[src/rtl/uart_pkg.sv]
// Shared UART definitions used by both the transmitter and the receiver:
// frame geometry, receiver state encoding and the parity mode with its
// helper function.
package uart_pkg;

  localparam int DATA_BITS = 8;
  localparam int IDX_W     = $clog2(DATA_BITS);

  typedef enum logic [2:0] {
    ST_IDLE     = 3'd0,
    ST_START    = 3'd1,
    ST_DATA     = 3'd2,
    ST_PARITY   = 3'd3,
    ST_STOP     = 3'd4,
    ST_BRK_WAIT = 3'd5
  } uart_state_e;

  typedef enum logic {
    PAR_EVEN = 1'b0,
    PAR_ODD  = 1'b1
  } parity_mode_e;

  localparam parity_mode_e PARITY_MODE = PAR_EVEN;

  // Parity bit the transmitter attaches to a data byte.
  function automatic logic parity_of(input logic [DATA_BITS-1:0] data);
    return (^data) ^ (PARITY_MODE == PAR_ODD);
  endfunction

endpackage

[src/rtl/uart_receiver_rx_fsm.sv]
// Receive sequencer: walks a frame bit by bit and raises one-cycle sample
// strobes (registered) carrying the sampled line value and the data index.
// Ports:
//   clk_i, rst_i      clock, synchronous active-high reset
//   rx_i              synchronized serial line
//   busy_o            a frame is being received (any state but IDLE)
//   data_stb_o        bit_o is data bit number idx_o
//   par_stb_o         bit_o is the parity bit
//   stop_stb_o        bit_o is the stop bit; frame complete
//   bit_o, idx_o      sampled value and its data index
module uart_receiver_rx_fsm
  import uart_pkg::*;
#(
  parameter int CLKS_PER_BIT = 16
) (
  input  logic             clk_i,
  input  logic             rst_i,
  input  logic             rx_i,
  output logic             busy_o,
  output logic             data_stb_o,
  output logic             par_stb_o,
  output logic             stop_stb_o,
  output logic             bit_o,
  output logic [IDX_W-1:0] idx_o
);

  localparam int CNT_W = $clog2(CLKS_PER_BIT);
  localparam logic [CNT_W-1:0] HALF_CNT = CNT_W'(CLKS_PER_BIT/2 - 1);
  localparam logic [CNT_W-1:0] FULL_CNT = CNT_W'(CLKS_PER_BIT - 1);
  localparam logic [IDX_W-1:0] LAST_IDX = IDX_W'(DATA_BITS - 1);

  uart_state_e      state_q;
  logic [CNT_W-1:0] cnt_q;
  logic [IDX_W-1:0] idx_q;
  logic [1:0]       settle_q;
  logic             armed_q;

  assign busy_o = (state_q != ST_IDLE);

  always_ff @(posedge clk_i) begin
    if (rst_i) begin
      state_q    <= ST_IDLE;
      cnt_q      <= '0;
      idx_q      <= '0;
      settle_q   <= '0;
      armed_q    <= 1'b0;
      data_stb_o <= 1'b0;
      par_stb_o  <= 1'b0;
      stop_stb_o <= 1'b0;
      bit_o      <= 1'b1;
      idx_o      <= '0;
    end else begin
      data_stb_o <= 1'b0;
      par_stb_o  <= 1'b0;
      stop_stb_o <= 1'b0;

      // The synchronizer holds its reset value for two cycles after reset,
      // so the line is only trusted from the third cycle on. A frame may
      // start only after a genuine high has been seen, which turns a line
      // held low across reset into "no edge" rather than a false start.
      if (settle_q != 2'd2) settle_q <= settle_q + 2'd1;
      if (settle_q == 2'd2 && rx_i) armed_q <= 1'b1;

      unique case (state_q)
        ST_IDLE: begin
          if (armed_q && !rx_i) begin
            state_q <= ST_START;
            cnt_q   <= '0;
          end
        end
        ST_START: begin
          if (cnt_q == HALF_CNT) begin
            cnt_q   <= '0;
            idx_q   <= '0;
            state_q <= rx_i ? ST_IDLE : ST_DATA;
          end else begin
            cnt_q <= cnt_q + CNT_W'(1);
          end
        end
        ST_DATA: begin
          if (cnt_q == FULL_CNT) begin
            cnt_q      <= '0;
            data_stb_o <= 1'b1;
            bit_o      <= rx_i;
            idx_o      <= idx_q;
            if (idx_q == LAST_IDX) state_q <= ST_PARITY;
            else                   idx_q   <= idx_q + IDX_W'(1);
          end else begin
            cnt_q <= cnt_q + CNT_W'(1);
          end
        end
        ST_PARITY: begin
          if (cnt_q == FULL_CNT) begin
            cnt_q     <= '0;
            par_stb_o <= 1'b1;
            bit_o     <= rx_i;
            state_q   <= ST_STOP;
          end else begin
            cnt_q <= cnt_q + CNT_W'(1);
          end
        end
        ST_STOP: begin
          if (cnt_q == FULL_CNT) begin
            cnt_q      <= '0;
            stop_stb_o <= 1'b1;
            bit_o      <= rx_i;
            // A low stop bit is a break: wait for the line to recover so
            // the still-low line is not taken as the next start bit.
            state_q    <= rx_i ? ST_IDLE : ST_BRK_WAIT;
          end else begin
            cnt_q <= cnt_q + CNT_W'(1);
          end
        end
        ST_BRK_WAIT: begin
          if (rx_i) state_q <= ST_IDLE;
        end
        default: state_q <= ST_IDLE;
      endcase
    end
  end

endmodule

[src/rtl/uart_receiver.sv]
// UART receiver: start, 8 data bits LSB first, even parity, one stop bit.
// Holds the last byte with its error flags until the consumer reads it.
// Ports:
//   CLK, RST     clock, synchronous active-high reset
//   RX_in        asynchronous serial line, idle high
//   RX_read      consumer acknowledge pulse for RX_data
//   RX_data      last received byte
//   RX_valid     RX_data not yet read
//   RX_busy      frame reception in progress
//   parity_err   parity mismatch on RX_data
//   frame_err    stop bit of RX_data was low
//   overrun      sticky: an unread byte was overwritten
module uart_receiver
  import uart_pkg::*;
#(
  parameter int CLKS_PER_BIT = 16
) (
  input  logic                 CLK,
  input  logic                 RST,
  input  logic                 RX_in,
  input  logic                 RX_read,
  output logic [DATA_BITS-1:0] RX_data,
  output logic                 RX_valid,
  output logic                 RX_busy,
  output logic                 parity_err,
  output logic                 frame_err,
  output logic                 overrun
);

  logic                 sync1_q, sync2_q;
  logic                 data_stb, par_stb, stop_stb, smp_bit;
  logic [IDX_W-1:0]     smp_idx;

  logic [DATA_BITS-1:0] shreg_q;
  logic                 par_q;
  logic [DATA_BITS-1:0] data_q, data_d;
  logic                 valid_q, valid_d;
  logic                 perr_q, perr_d;
  logic                 ferr_q, ferr_d;
  logic                 ovr_q, ovr_d;
  logic                 read_ok;

  always_ff @(posedge CLK) begin
    if (RST) begin
      sync1_q <= 1'b1;
      sync2_q <= 1'b1;
    end else begin
      sync1_q <= RX_in;
      sync2_q <= sync1_q;
    end
  end

  uart_receiver_rx_fsm #(
    .CLKS_PER_BIT(CLKS_PER_BIT)
  ) u_rx_fsm (
    .clk_i      (CLK),
    .rst_i      (RST),
    .rx_i       (sync2_q),
    .busy_o     (RX_busy),
    .data_stb_o (data_stb),
    .par_stb_o  (par_stb),
    .stop_stb_o (stop_stb),
    .bit_o      (smp_bit),
    .idx_o      (smp_idx)
  );

  // Assembly registers are pure data; every bit is rewritten each frame,
  // so a frame cut short by reset leaves nothing that reaches the outputs.
  always_ff @(posedge CLK) begin
    if (data_stb) shreg_q[smp_idx] <= smp_bit;
    if (par_stb)  par_q            <= smp_bit;
  end

  assign read_ok = RX_read && valid_q;

  always_comb begin
    data_d  = data_q;
    valid_d = valid_q;
    perr_d  = perr_q;
    ferr_d  = ferr_q;
    ovr_d   = ovr_q;
    if (stop_stb) begin
      data_d  = shreg_q;
      perr_d  = parity_of(shreg_q) ^ par_q;
      ferr_d  = ~smp_bit;
      valid_d = 1'b1;
    end else if (read_ok) begin
      valid_d = 1'b0;
    end
    // A load that lands together with a read replaces the byte cleanly.
    if (stop_stb && valid_q && !RX_read) ovr_d = 1'b1;
    else if (read_ok)                    ovr_d = 1'b0;
  end

  always_ff @(posedge CLK) begin
    if (RST) begin
      data_q  <= '0;
      valid_q <= 1'b0;
      perr_q  <= 1'b0;
      ferr_q  <= 1'b0;
      ovr_q   <= 1'b0;
    end else begin
      data_q  <= data_d;
      valid_q <= valid_d;
      perr_q  <= perr_d;
      ferr_q  <= ferr_d;
      ovr_q   <= ovr_d;
    end
  end

  assign RX_data    = data_q;
  assign RX_valid   = valid_q;
  assign parity_err = perr_q;
  assign frame_err  = ferr_q;
  assign overrun    = ovr_q;

endmodule

[config.mk]
export PLATFORM = sky130hd
export DESIGN_NAME = uart_receiver
export DESIGN_NICKNAME = d
export VERILOG_FILES = /design/src/rtl/uart_pkg.sv /design/src/rtl/uart_receiver_rx_fsm.sv /design/src/rtl/uart_receiver.sv
export SDC_FILE = /design/constraint.sdc
export NUM_CORES = 1
export LEC_CHECK = 0
export BUFFER_PORTS_ARGS = -buffer_cell sky130_fd_sc_hd__buf_4
export CELL_PAD_IN_SITES_DETAIL_PLACEMENT = 1
export CELL_PAD_IN_SITES_GLOBAL_PLACEMENT = 2
export CORE_MARGIN = 1.5
export CORE_UTILIZATION = 37
export CTS_CLUSTER_DIAMETER = 120
export DETAILED_ROUTE_END_ITERATION = 10
export PLACE_DENSITY_LB_ADDON = 0.1
export REMOVE_ABC_BUFFERS = 1
export SLEW_MARGIN = 20
export SYNTH_ARGS = -nofsm -noshare
export SYNTH_HDL_FRONTEND = slang
export SYNTH_SLANG_ARGS = --single-unit
[constraint.sdc]
create_clock -name CLK -period 1.9 [get_ports CLK]
set_input_delay 0.095 -clock CLK [delete_from_list [all_inputs] [get_ports CLK]]
set_output_delay 0.095 -clock CLK [all_outputs]
set_load 0.1 [all_outputs]
==> summary.md <==
| Metric | Value |
|---|---|
| Outcome | finished clean |
| Row cnt | 25 |
| Chip height | 73.9 um |
| Final Max Tran Viols | 0 |
| Setup Crit Path Kind | flop to flop |
| Met3 Track Usage GR | 0.0447 |
| RSZ-0062 raised after global routing | no |
| Pwr Total | 0.00181 W |
| WHS Endpoint | u_rx_fsm.cnt_q[1]$_SDFFE_PP0P_ |
| Initial antenna violation count | 0 |
| Area occupied by multi-input gates | 815 um2 |
| Overflow after GRT | 0 |
| CTS HTree Levels | 2 |
| Total core area | 0.00479 mm2 |
| Drt total wl | 3.67 mm |
| Crit-path cells | nor3b_1, nor2_1, o21a_1, a211o_1 |
| Worst reg2reg path endpoint | u_rx_fsm.bit_o$_SDFFE_PP1P_ |
| Min Tclk post-route | 1730 ps |
| Pwr dens | 856 mW/mm2 |
| Pin slew with the least headroom to its limit | 657 ps |
| Max_slew headroom | 0.561 |
| Fill cells | 557 |
| Sequential area share after synthesis | 0.511 |
| Number of synthesis warnings | 0 |
| Synth Area per Inst | 10.1 um2 |
| Cell Area, Synth | 0.00186 mm2 |
| Worst clock skew | 6.38 ps |
| Leak | 0.786 nW |
| Most frequent cells in the layout | dfxtp_1, nor2_1, buf_4 |
| Setup crit start kind | flop |
| Num CTS Buffers | 5 |
| CP Capture Type | flop |
| Post-DRT Antenna Nets | 0 |
| Worst R2R Setup Slack | 170 ps |
| Number of buffers added on ports | 16 |
| Synth Instances | 185 |
| Max Clock Freq | 576 MHz |
| Sequential standard cell area | 951 um2 |
| GRT Util Overall | 0.151 |
| Synth unique cells | 41 |
| # IOs | 17 |
| Vias in the first global route | 1348 |
| Reg clk slew, reported paths | 80 ps |
| IR Drop Worst-Case VDD | 0.402 mV |
| Via count | 1348 |
| Clock Latency Late Sink | 300 ps |
| CP max stage delay | 540 ps |
| Fin crit share | 0.913 |
| Ant diodes | 0 |
| Layout Cells excl Fill | 268 |
| Detailed Place HPWL | 2.61 mm |
| Post-synth EDFFs | 9 |
| Setup TNS | 0 ps |
| GP Congestion | 0.745 |
| Initial DRC Count | 43 |
| HP Start | RST |
| Fraction of layout cells with a size suffix above 1 | 0.144 |
| Hold Violations, Final | 0 |
| Hold Path Class | primary input to flop |
| Die Footprint | 0.00547 mm2 |
| Crit-path max FO | 9 |
| First drt pass iteration count | 4 |
| Post-DR wirelength/cell | 13.7 um |
| FF+latch count, synth | 43 |
| Synth async-reset ratio | 0 |
| RR Startpoint | u_rx_fsm.state_q[2]$_SDFFE_PP0P_ |
| Post-route DRC violation count | 0 |
| Max clock buf depth | 2 |
| Worst endpoint data arrival time | 1920 ps |
| WP data required | 2090 ps |
| Inst Count DP | 258 |
| Clock Sinks | 43 |
| DR vias/cell | 5.03 |
| Most common cell after layout, fill and taps aside | dfxtp_1 |
| Fin nets | 208 |
| CTS tree | built |
| Area growth from synthesis to layout | 13.8% |
| Largest net degree at the start of global routing | 36 |
| Met1 global-route usage | 0.163 |
| Initial Utilization | 0.389 |
| Worst R2R Path Depth | 4 |
| Busiest grt layer | met2 |
| Final setup violation count | 0 |
| Hold depth | 2 |
| Slowest cell on crit path | dfxtp_1 |
| First-pass GRT wire length | 6.18 mm |
| Max-cap viol count | 0 |
| Main synth FF type | dfxtp_1 |
| Die Width | 73.9 um |
| # Post-CTS Setup Buffers | 0 |
| CTS Root Cell | clkbuf_8 |
| Met2 Resource Use GR | 0.276 |
power breakdown:
part	internal (W)	total (W)	switching, W	leakage [nW]
Combinational	0.0000564	0.000134	0.0000774	0.381
Sequential	0.000959	0.000980	0.0000209	0.353
Clock	0.000393	0.000700	0.000307	0.0524
Total	0.00141	0.00181	0.000405	0.786
worst max path at each step:
stage / start / to / cells after the start
after floorplan: u_rx_fsm.state_q[2]$_SDFFE_PP0P_ / u_rx_fsm.cnt_q[2]$_SDFFE_PP0P_ / 5
after global placement: u_rx_fsm.state_q[0]$_SDFFE_PP0P_ / u_rx_fsm.idx_q[0]$_SDFFE_PP0P_ / 4
after detailed placement: u_rx_fsm.cnt_q[0]$_SDFFE_PP0P_ / u_rx_fsm.state_q[0]$_SDFFE_PP0P_ / 5
after CTS: u_rx_fsm.cnt_q[0]$_SDFFE_PP0P_ / u_rx_fsm.state_q[0]$_SDFFE_PP0P_ / 5
after global routing: u_rx_fsm.state_q[2]$_SDFFE_PP0P_ / u_rx_fsm.bit_o$_SDFFE_PP1P_ / 4
final: u_rx_fsm.state_q[2]$_SDFFE_PP0P_ / u_rx_fsm.bit_o$_SDFFE_PP1P_ / 4
registers in the layout, summed over array words and instances (netlist names):
signal,flops
RX_data,8
RX_valid,1
frame_err,1
overrun,1
par_q,1
parity_err,1
shreg_q,8
sync1_q,1
sync2_q,1
u_rx_fsm.armed_q,1
u_rx_fsm.bit_o,1
u_rx_fsm.cnt_q,4
u_rx_fsm.data_stb_o,1
u_rx_fsm.idx_o,3
u_rx_fsm.idx_q,3
u_rx_fsm.par_stb_o,1
u_rx_fsm.settle_q,2
u_rx_fsm.state_q,3
u_rx_fsm.stop_stb_o,1
cell families after synthesis:
family                     Yosys count  share of synthesized area
and+or+nand+nor                     74                      0.205
DFF                                 43                      0.511
AOI/OAI and AO/OA                   29                     0.0988
buffers and inverters               16                     0.0538
muxes                               12                     0.0645
xor gates and xnor gates             7                     0.0403
adders and majority gates            4                     0.0269
cell usage after synthesis, drive strengths merged, types with 2 or more instances:
master / number / area (um2)
dfxtp: 34 / 681
nor2: 30 / 113
a21oi: 12 / 60.1
mux2i: 12 / 120
edfxtp: 9 / 270
buf: 7 / 66.3
nand2: 7 / 26.3
nor3: 7 / 40.0
inv: 6 / 22.5
nand3: 6 / 30.0
nand2b: 5 / 31.3
ha: 4 / 50.1
nor2b: 4 / 32.5
o21ai: 4 / 20.0
a22oi: 3 / 22.5
clkbuf: 3 / 11.3
nand4: 3 / 18.8
nor3b: 3 / 22.5
or2: 3 / 18.8
xnor2: 3 / 26.3
xor2: 3 / 26.3
nand3b: 2 / 15.0
o21a: 2 / 15.0
metrics by stage:
| step | cell area [um2] | setup WS [ps] | hold slack, ps | util |
|---|---|---|---|---|
| after floorplan | 1780 | 105 | 164 | - |
| after global placement | 1990 | 237 | 281 | 0.415 |
| after detailed placement | 1990 | 201 | 283 | 0.415 |
| after CTS | 2110 | 183 | 193 | 0.442 |
| after global routing | 2120 | 45.6 | 207 | 0.443 |
| final | 2120 | 165 | 189 | 0.443 |
worst max-delay path: cells and delay by family (launching register included):
| kind | cells | cell delay [ps] |
|---|---|---|
| AOI/OAI and AO/OA | 2 | 460 |
| DFF | 1 | 540 |
| and+or+nand+nor | 2 | 630 |
metal layers:
layer / wire (um) / up-vias
met2: 1860 / 16
met5: 0 / -
met1: 1640 / 659
met4: 61 / 0
li1: - / 667
met3: 114 / 6
area by class of cell:
type	count	share of cell area
tap	67	0.0396
clock buffer	7	0.0360
clock inverter	1	0.0142
timing repair buffer	18	0.0662
inverter	6	0.0106
multi-input combinational	126	0.385
sequential	43	0.449
repair_timing:
action / 4_1_cts / 5_1_grt
hold buffers: 2 / 0
setup endpoints to repair: 0 / 1
hold endpoints to repair: 2 / 0
gates resized for setup: 0 / 1
Note: power is estimated with default switching activity, not from simulation.
